`src/rtl/ctrl_bundle_pipe.sv`:
```
// Carries the 4-bit ID control bundle through ID/EX, EX/MEM and MEM/WB,
// decodes the ALU operation in EX, and inserts bubbles on stall/flush.
module ctrl_bundle_pipe #(
  parameter int BCNT_W = 8
) (
  input  logic              clk,
  input  logic              rst_n,
  input  logic [3:0]        controlSig,
  input  logic [5:0]        funct,
  input  logic              stall,
  input  logic              flush,
  output logic              ex_valid,
  output logic [3:0]        ex_alu_ctrl,
  output logic              ex_illegal,
  output logic              mem_we,
  output logic              mem_wb_pending,
  output logic              wb_reg_we,
  output logic [BCNT_W-1:0] bubble_cnt,
  output logic              err_sticky
);

  localparam logic [BCNT_W-1:0] BCNT_MAX = {BCNT_W{1'b1}};
  localparam logic [BCNT_W-1:0] BCNT_ONE = {{(BCNT_W-1){1'b0}}, 1'b1};

  // 1111 marks an unsupported ALUOp/funct combination
  function automatic logic [3:0] alu_decode(input logic [1:0] aluop, input logic [5:0] fn);
    logic [3:0] ctrl;
    case (aluop)
      2'b00: ctrl = 4'b0010;
      2'b01: ctrl = 4'b0110;
      2'b10: begin
        case (fn)
          6'b100000: ctrl = 4'b0010;
          6'b100010: ctrl = 4'b0110;
          6'b100100: ctrl = 4'b0000;
          6'b100101: ctrl = 4'b0001;
          6'b101010: ctrl = 4'b0111;
          default:   ctrl = 4'b1111;
        endcase
      end
      default: ctrl = 4'b1111;
    endcase
    return ctrl;
  endfunction

  logic              idex_valid_q, idex_valid_d;
  logic [1:0]        idex_aluop_q, idex_aluop_d;
  logic              idex_wb_q, idex_wb_d;
  logic              idex_mem_q, idex_mem_d;
  logic [5:0]        idex_funct_q, idex_funct_d;
  logic              exmem_valid_q, exmem_valid_d;
  logic              exmem_wb_q, exmem_wb_d;
  logic              exmem_mem_q, exmem_mem_d;
  logic              memwb_valid_q, memwb_valid_d;
  logic              memwb_wb_q, memwb_wb_d;
  logic [BCNT_W-1:0] bcnt_q, bcnt_d;
  logic              err_q, err_d;
  logic [3:0]        dec_s;

  // Stage next-state: flush bubbles ID/EX and EX/MEM, stall bubbles ID/EX only
  always_comb begin
    idex_valid_d  = 1'b0;
    idex_aluop_d  = 2'b00;
    idex_wb_d     = 1'b0;
    idex_mem_d    = 1'b0;
    idex_funct_d  = 6'b000000;
    exmem_valid_d = 1'b0;
    exmem_wb_d    = 1'b0;
    exmem_mem_d   = 1'b0;
    memwb_valid_d = exmem_valid_q;
    memwb_wb_d    = exmem_wb_q;
    if (stall || flush) begin
      idex_valid_d = 1'b0;
    end else begin
      idex_valid_d = 1'b1;
      idex_aluop_d = controlSig[3:2];
      idex_wb_d    = controlSig[1];
      idex_mem_d   = controlSig[0];
      idex_funct_d = funct;
    end
    if (flush) begin
      exmem_valid_d = 1'b0;
    end else begin
      exmem_valid_d = idex_valid_q;
      exmem_wb_d    = idex_wb_q;
      exmem_mem_d   = idex_mem_q;
    end
  end

  // Saturating bubble counter and sticky illegal-op flag
  always_comb begin
    bcnt_d = bcnt_q;
    if ((stall || flush) && (bcnt_q != BCNT_MAX)) begin
      bcnt_d = bcnt_q + BCNT_ONE;
    end else begin
      bcnt_d = bcnt_q;
    end
    err_d = err_q | ex_illegal;
  end

  // Pipeline state registers
  always_ff @(posedge clk or negedge rst_n) begin
    if (!rst_n) begin
      idex_valid_q  <= 1'b0;
      idex_aluop_q  <= 2'b00;
      idex_wb_q     <= 1'b0;
      idex_mem_q    <= 1'b0;
      idex_funct_q  <= 6'b000000;
      exmem_valid_q <= 1'b0;
      exmem_wb_q    <= 1'b0;
      exmem_mem_q   <= 1'b0;
      memwb_valid_q <= 1'b0;
      memwb_wb_q    <= 1'b0;
      bcnt_q        <= {BCNT_W{1'b0}};
      err_q         <= 1'b0;
    end else begin
      idex_valid_q  <= idex_valid_d;
      idex_aluop_q  <= idex_aluop_d;
      idex_wb_q     <= idex_wb_d;
      idex_mem_q    <= idex_mem_d;
      idex_funct_q  <= idex_funct_d;
      exmem_valid_q <= exmem_valid_d;
      exmem_wb_q    <= exmem_wb_d;
      exmem_mem_q   <= exmem_mem_d;
      memwb_valid_q <= memwb_valid_d;
      memwb_wb_q    <= memwb_wb_d;
      bcnt_q        <= bcnt_d;
      err_q         <= err_d;
    end
  end

  // EX decode, forced to 0000 when EX holds a bubble
  always_comb begin
    dec_s = alu_decode(idex_aluop_q, idex_funct_q);
    if (idex_valid_q) begin
      ex_alu_ctrl = dec_s;
    end else begin
      ex_alu_ctrl = 4'b0000;
    end
  end

  assign ex_valid       = idex_valid_q;
  assign ex_illegal     = idex_valid_q & (ex_alu_ctrl == 4'b1111);
  assign mem_we         = exmem_valid_q & exmem_mem_q;
  assign mem_wb_pending = exmem_valid_q & exmem_wb_q;
  assign wb_reg_we      = memwb_valid_q & memwb_wb_q;
  assign bubble_cnt     = bcnt_q;
  assign err_sticky     = err_q;

endmodule
```
`config.mk`:
```
export PLATFORM = sky130hd
export DESIGN_NAME = ctrl_bundle_pipe
export DESIGN_NICKNAME = d
export VERILOG_FILES = /design/src/rtl/ctrl_bundle_pipe.sv
export SDC_FILE = /design/constraint.sdc
export NUM_CORES = 1
export LEC_CHECK = 0
export ABC_AREA = 1
export CAP_MARGIN = 0
export CORE_ASPECT_RATIO = 0.8
export CORE_UTILIZATION = 53
export CTS_BUF_LIST = sky130_fd_sc_hd__clkbuf_8
export DETAILED_ROUTE_END_ITERATION = 16
export HOLD_SLACK_MARGIN = 0.05
export PLACE_DENSITY_LB_ADDON = 0.15
export SLEW_MARGIN = 5
export SYNTH_ARGS = -nofsm -noshare
export SYNTH_HDL_FRONTEND = slang
export SYNTH_SLANG_ARGS = --single-unit
export TNS_END_PERCENT = 20
```
`constraint.sdc`:
```
create_clock -name clk -period 2.38 [get_ports clk]
set_input_delay 0.357 -clock clk [delete_from_list [all_inputs] [get_ports clk]]
set_output_delay 0.357 -clock clk [all_outputs]
set_load 0.1 [all_outputs]
```
==> impl_results.md, run 1 <==
* Core Area at 1980 um2
* Max_slew headroom at around four fifths
* Fmax at 494 MHz
* Ports at 32
* Initial Util at between 50 and 60%
* Critical path type: reg -> out
* VDD IR-drop max at about 0.0011 V
* Filler cells at approximately 140
* Placer Congestion at between 0.8 and 0.9
* Fin. Hold Viols at 0
* Commonest non-fill, non-tap cell in the layout: nand2_1
* Mapped Area at roughly 1200 um2
* Root buffer cell: clkbuf_8
* Worst-Margin Slew at between 0.3 and 0.4 ns
* Mean Syn Cell Area at approximately 8 um2
* Vias per cell at between 4 and 5
* CTS max path bufs at 2
* Vias in the first global route at about 930
* Cell Pwr Density at between 1000 and 1500 nW/um2
* Tmin final at roughly 2.0 ns
* Hold-fix buffers, CTS at 0
* Share of layout cells above drive strength 1 at a little under a fifth
* Hold Crit Class: reg -> reg
* Drt pass-1 iters at 4
* Post-synthesis sequential area ratio at approximately 53%
* # Post-CTS Setup Buffers at 0
* Synth-to-Final Area Change at 34.4%
* Fin crit share at between 80 and 90%
* Crit path max fanout at 7
* Die Width at ~55 um
* Antenna Cells at 0
* Total grt overflow at 0
* Netlist cell types at 20
* Max-capacitance violation count at 0
* Setup Skew at a little under 0.003 ns
* CTS Buf Count at 3
* Non-filler cells, final at 206
* Number of nets in the layout at approximately 200
* Yosys top cell area share at a little over half
* Final Instance Area at approximately 1600 um2
* Setup-failing EPs final at 0
* Uppermost layer routed: met4
* Vias at ~1000
* Yosys synthesis warning count at 0
* Antenna violations before repair at 0
* Clock Sinks at 25
* Status: finished, final reports clean
* Fin. max-slew vios at 0
* Initial DRC Count at 29
* Arrival time worst endpoint at around 1.7 ns
* WL per Instance at between 10 and 15 um
* Row count at 14
* Post-DP Area at about 1500 um2
* CP Capture Type: primary output
* Flops & latches, synth at 25
* CTS H-tree lvls at 1
* Die H at ~44 um
* Global-route usage over all layers at 24.3%
* Leak at between 0.8 and 0.9 nW
* DRT antenna net count at 0
* Syn nets at ~160
* Met1 WL at slightly above 1000 um
* Post_cts resized at 0
* I/O Buffers at 31
* Post-detailed-placement half-perimeter wirelength at approximately 1800 um
* Most frequent cells in the layout: 33 x nand2_1, 32 x inv_1, 25 x dfrtp_1
* Residual DRC at 0
* Area contributors post-synth: dfrtp_1 53%, nand2_1 11%, inv_1 9.9%
* Reg clk slew, reported paths at ~0.080 ns
* Worst endpoint required time at 2.02 ns
* Startpoint type of the worst setup path: flip-flop
* Routed wl met2 at 1190 um
* DIE AREA at 2410 um2
* Unrepaired setup endpoints after global routing: no
* CTS tree: yes
* Cells after DPL at between 200 and 250
* Largest net degree at the start of global routing at 26
* Mapped Cells at 147
* WL final at 2370 um
* First-pass GRT wire length at about 4000 um
* Clock Latency Late Sink at 0.27 ns
* Met3 Wirelength at ~150 um
* Post-synth top area cell: dfrtp_1
* Final core utilization at about 80%
[cell usage after synthesis (all sizes together)]
cell / instances
nand2: 35
nand4: 2
a41oi: 1
xnor2: 2
a31oi: 1
xor2: 1
dfrtp: 25
nor3: 3
ha: 1
nand3: 11
clkbuf: 1
nor2: 27
nand3b: 1
inv: 36
[per-stage QoR]
step           setup TNS, ns  setup slack, ns  hold WS, ns  total power, mW
2_1_floorplan         -0.102           -0.102       0.0614             1.17
4_1_cts                    0            0.348        0.381             1.62
6_report                   0            0.357        0.379             1.61
5_1_grt                    0            0.182        0.387             1.67
3_3_place_gp               0            0.702        0.359             1.35
3_5_place_dp               0            0.664        0.362             1.37
[power by group]
part           internal (mW)  switching (mW)
logic                  0.174           0.615
registers              0.493          0.0811
clock network          0.115           0.130
total                  0.783           0.826
[critical path: stages (launching register included)]
cell	delay, ns
dfrtp_1	0.40
nor2_4	0.17
nand3_1	0.16
nand2_1	0.13
nor2_1	0.06
nand2_1	0.05
nand2_1	0.05
nand2_1	0.10
nand2_1	0.10
buf_12	0.17
[sequential cells by signal, indices dropped and copies added (netlist names)]
signal         count
memwb_valid_q      1
idex_wb_q          1
exmem_mem_q        1
memwb_wb_q         1
exmem_wb_q         1
idex_mem_q         1
idex_aluop_q       2
ex_valid           1
exmem_valid_q      1
bubble_cnt         8
err_sticky         1
idex_funct_q       6
[logic make-up after synthesis]
group	after synthesis	share of synthesized area (%)
xor gates and xnor gates	3	2.24
DFF	25	53.3
and+or+nand+nor	79	30.1
adders and majority gates	1	1.07
buffers and inverters	37	12.0
AOI/OAI and AO/OA	2	1.28
[routing by layer]
metal,GRT usage [%],up-vias
met5,0,-
li1,-,502
met2,38.8,36
met3,7.56,4
met4,13.3,0
met1,29.0,460
[area by class of cell]
cell class / count / area [um2] / area share (%)
tap: 24 / 30.0 / 1.90
timing repair buffer: 32 / 323 / 20.5
inverter: 36 / 138 / 8.72
sequential: 25 / 626 / 39.7
clock inverter: 1 / 3.75 / 0.238
multi-input combinational: 85 / 417 / 26.4
clock buffer: 3 / 41.3 / 2.62
[path summary, 6_finish.rpt]
kind	startpoint	endpoint	cells after the start	slack, ns
min	exmem_wb_q	memwb_wb_q	0	0.38
min in group asynchronous	rst_n	err_sticky	2	0.44
max reg2reg	bubble_cnt[0]	bubble_cnt[2]	7	0.98
max in group asynchronous	rst_n	idex_funct_q[1]	2	1.71
max	idex_funct_q[4]	ex_alu_ctrl[0]	9	0.36
min reg2reg	exmem_wb_q	memwb_wb_q	0	0.38
Note: power is estimated with default switching activity, not from simulation.
==> run 2: changes to the inputs <==
Settings changed: CORE_UTILIZATION 53 to 44.
Clock period 2.38 ns to 1.7 ns, I/O delays scaled along.
==> run 2 against run 1 <==
- the run now ends with negative setup slack left
- sequential cell count stayed put
- clock skew hardly changed
- first-iteration DRC count is 55% lower
- core utilization is 3.6 points lower
- wire length is 5.0% higher
- power is 55% higher
- clock power is 33% higher
- critical path type unchanged
==> impl_results.md, run 2 (synthesis results as in run 1) <==
* Status: finished with violations
* Failing checks: negative setup slack
* Residual DRC at 0
* Worst hold slack at 0.358 ns
* I/O Buffers at 31
* Unrepaired setup endpoints after global routing: yes
* Drt pass-1 iters at 3
* Setup-failing EPs final at 5
* CTS tree: yes
* Ports at 32
* Core Area at about 2500 um2
* Launch point of the worst path: idex_funct_q[1]
* Placer Congestion at roughly 0.75
* Clock Latency Late Sink at roughly 0.26 ns
* Row count at 16
* Die Width at 59.7 um
* Initial Util at ~47%
* Setup WS pre-CTS at 0.105 ns
* Cell Pwr Density at approximately 1300 nW/um2
* Antenna violations before repair at 0
* Antenna Cells at 0
* Fin crit share at 111%
* Leak at 0.944 nW
* Fin. max-slew vios at 0
* CTS Buf Count at 3
* Tmin final at roughly 1.9 ns
* Startpoint type of the worst setup path: flip-flop
* Root buffer cell: clkbuf_8
* Die H at roughly 48 um
* Max_slew headroom at 79.2%
* Critical path type: reg -> out
* Arrival time worst endpoint at ~1.6 ns
* Setup Skew at about 0.0033 ns
* CTS H-tree lvls at 1
* CP most frequent cell: nand2_2
* DIE AREA at between 2000 and 3000 um2
* Reg clk slew, reported paths at ~0.080 ns
* Worst path slowest cell: dfrtp_1
* Number of nets in the layout at slightly above 200
* DRT antenna net count at 0
* Most frequent cells in the layout: 29 x inv_1, 29 x nand2_1, 20 x nor2_1
* Max reg flops at 8
* CP Capture Type: primary output
* WL per Instance at about 11 um
* Filler cells at between 150 and 200
* Vias at a little over 1000
* Max incr delay on CP at approximately 0.4 ns
* Largest net degree at the start of global routing at 26
* Synth-to-Final Area Change at 61.0%
* Vias per cell at 4.52
* Share of layout cells above drive strength 1 at approximately 32%
* Worst endpoint required time at 1.44 ns
* Post-detailed-placement half-perimeter wirelength at 1800 um
* Fmax at approximately 530 MHz
* First-pass GRT wire length at just under 4000 um
* WL final at approximately 2500 um
* VDD IR-drop max at around 0.0015 V
* Vias in the first global route at between 900 and 1000
* Global-route usage over all layers at a little under a fifth
* Hold-fix buffers, CTS at 0
* Final WS setup at -0.189 ns
* CP cell instances: buf_6 -> nor2_4 -> nand3_2 -> nand2_2 -> nor2_2 -> nand2_1 -> nand2_1 -> nand2_2 -> nand2_2 -> buf_12
* CTS max path bufs at 2
* Total grt overflow at 0
* Max-capacitance violation count at 0
* Hold Crit Class: in -> async
* Clock Sinks at 25
* Fin. Hold Viols at 0
* Worst-Margin Slew at 0.312 ns
* Crit path max fanout at 4
* Initial DRC Count at 13
* Worst r2r src: bubble_cnt[0]
-- run 2: final timing paths --
| kind | endpoint | slack (ns) | depth (start not counted) |
|---|---|---|---|
| worst min register to register | memwb_wb_q | 0.38 | 0 |
| min in group clk | memwb_wb_q | 0.38 | 0 |
| worst min-delay path | err_sticky | 0.36 | 2 |
| worst max register to register | bubble_cnt[7] | 0.29 | 9 |
| worst max-delay path | ex_alu_ctrl[0] | -0.19 | 10 |
| max in group asynchronous | idex_funct_q[3] | 1.07 | 2 |
-- run 2: final cells by class --
type / instances / area, um2 / share of cell area [%]
inverters: 36 / 138 / 7.28
well taps: 36 / 45.0 / 2.38
clock inverters: 1 / 3.75 / 0.199
repair buffers: 38 / 547 / 28.9
multi-input cells: 85 / 479 / 25.4
clock buffers: 3 / 41.3 / 2.19
flip-flops and latches: 25 / 636 / 33.6
-- run 2: power by group --
part	switching, mW	internal, mW
Sequential	0.154	0.701
Clock	0.165	0.161
Combinational	0.857	0.457
Total	1.18	1.32
-- run 2: worst max-delay path: cells and delay by family (launching register included) --
family | cells | cell delay, ns
buf+inv | 2 | 0.30
flops | 1 | 0.40
simple gates | 8 | 0.67
-- run 2: timing repair --
action,in CTS,in global routing
hold endpoints to repair,0,0
setup buffers,2,3
pin swaps,5,3
resized for setup,8,9
setup endpoints to repair,5,5
-- run 2: through the flow --
| stage | cells | util, % | total power, mW | setup TNS, ns | instance area (um2) |
|---|---|---|---|---|---|
| finish | 224 | 76.1 | 2.50 | -0.717 | 1890 |
| floorplan | 147 | - | 1.65 | -0.493 | 1210 |
| global placement | 215 | 70.8 | 2.15 | 0 | 1760 |
| global route | 224 | 76.1 | 2.62 | -1.25 | 1890 |
| detailed placement | 215 | 70.8 | 2.17 | 0 | 1760 |
| CTS | 221 | 74.0 | 2.51 | -0.395 | 1840 |
-- run 2: layer usage --
metal  GRT usage [%]  part of all wire [%]  vias up
li1                -                     -      513
met1            22.5                    44      474
met2            33.8                    51       23
met3            5.84                   4.1        2
met4            6.05                  0.32        0
met5               0                     0        -
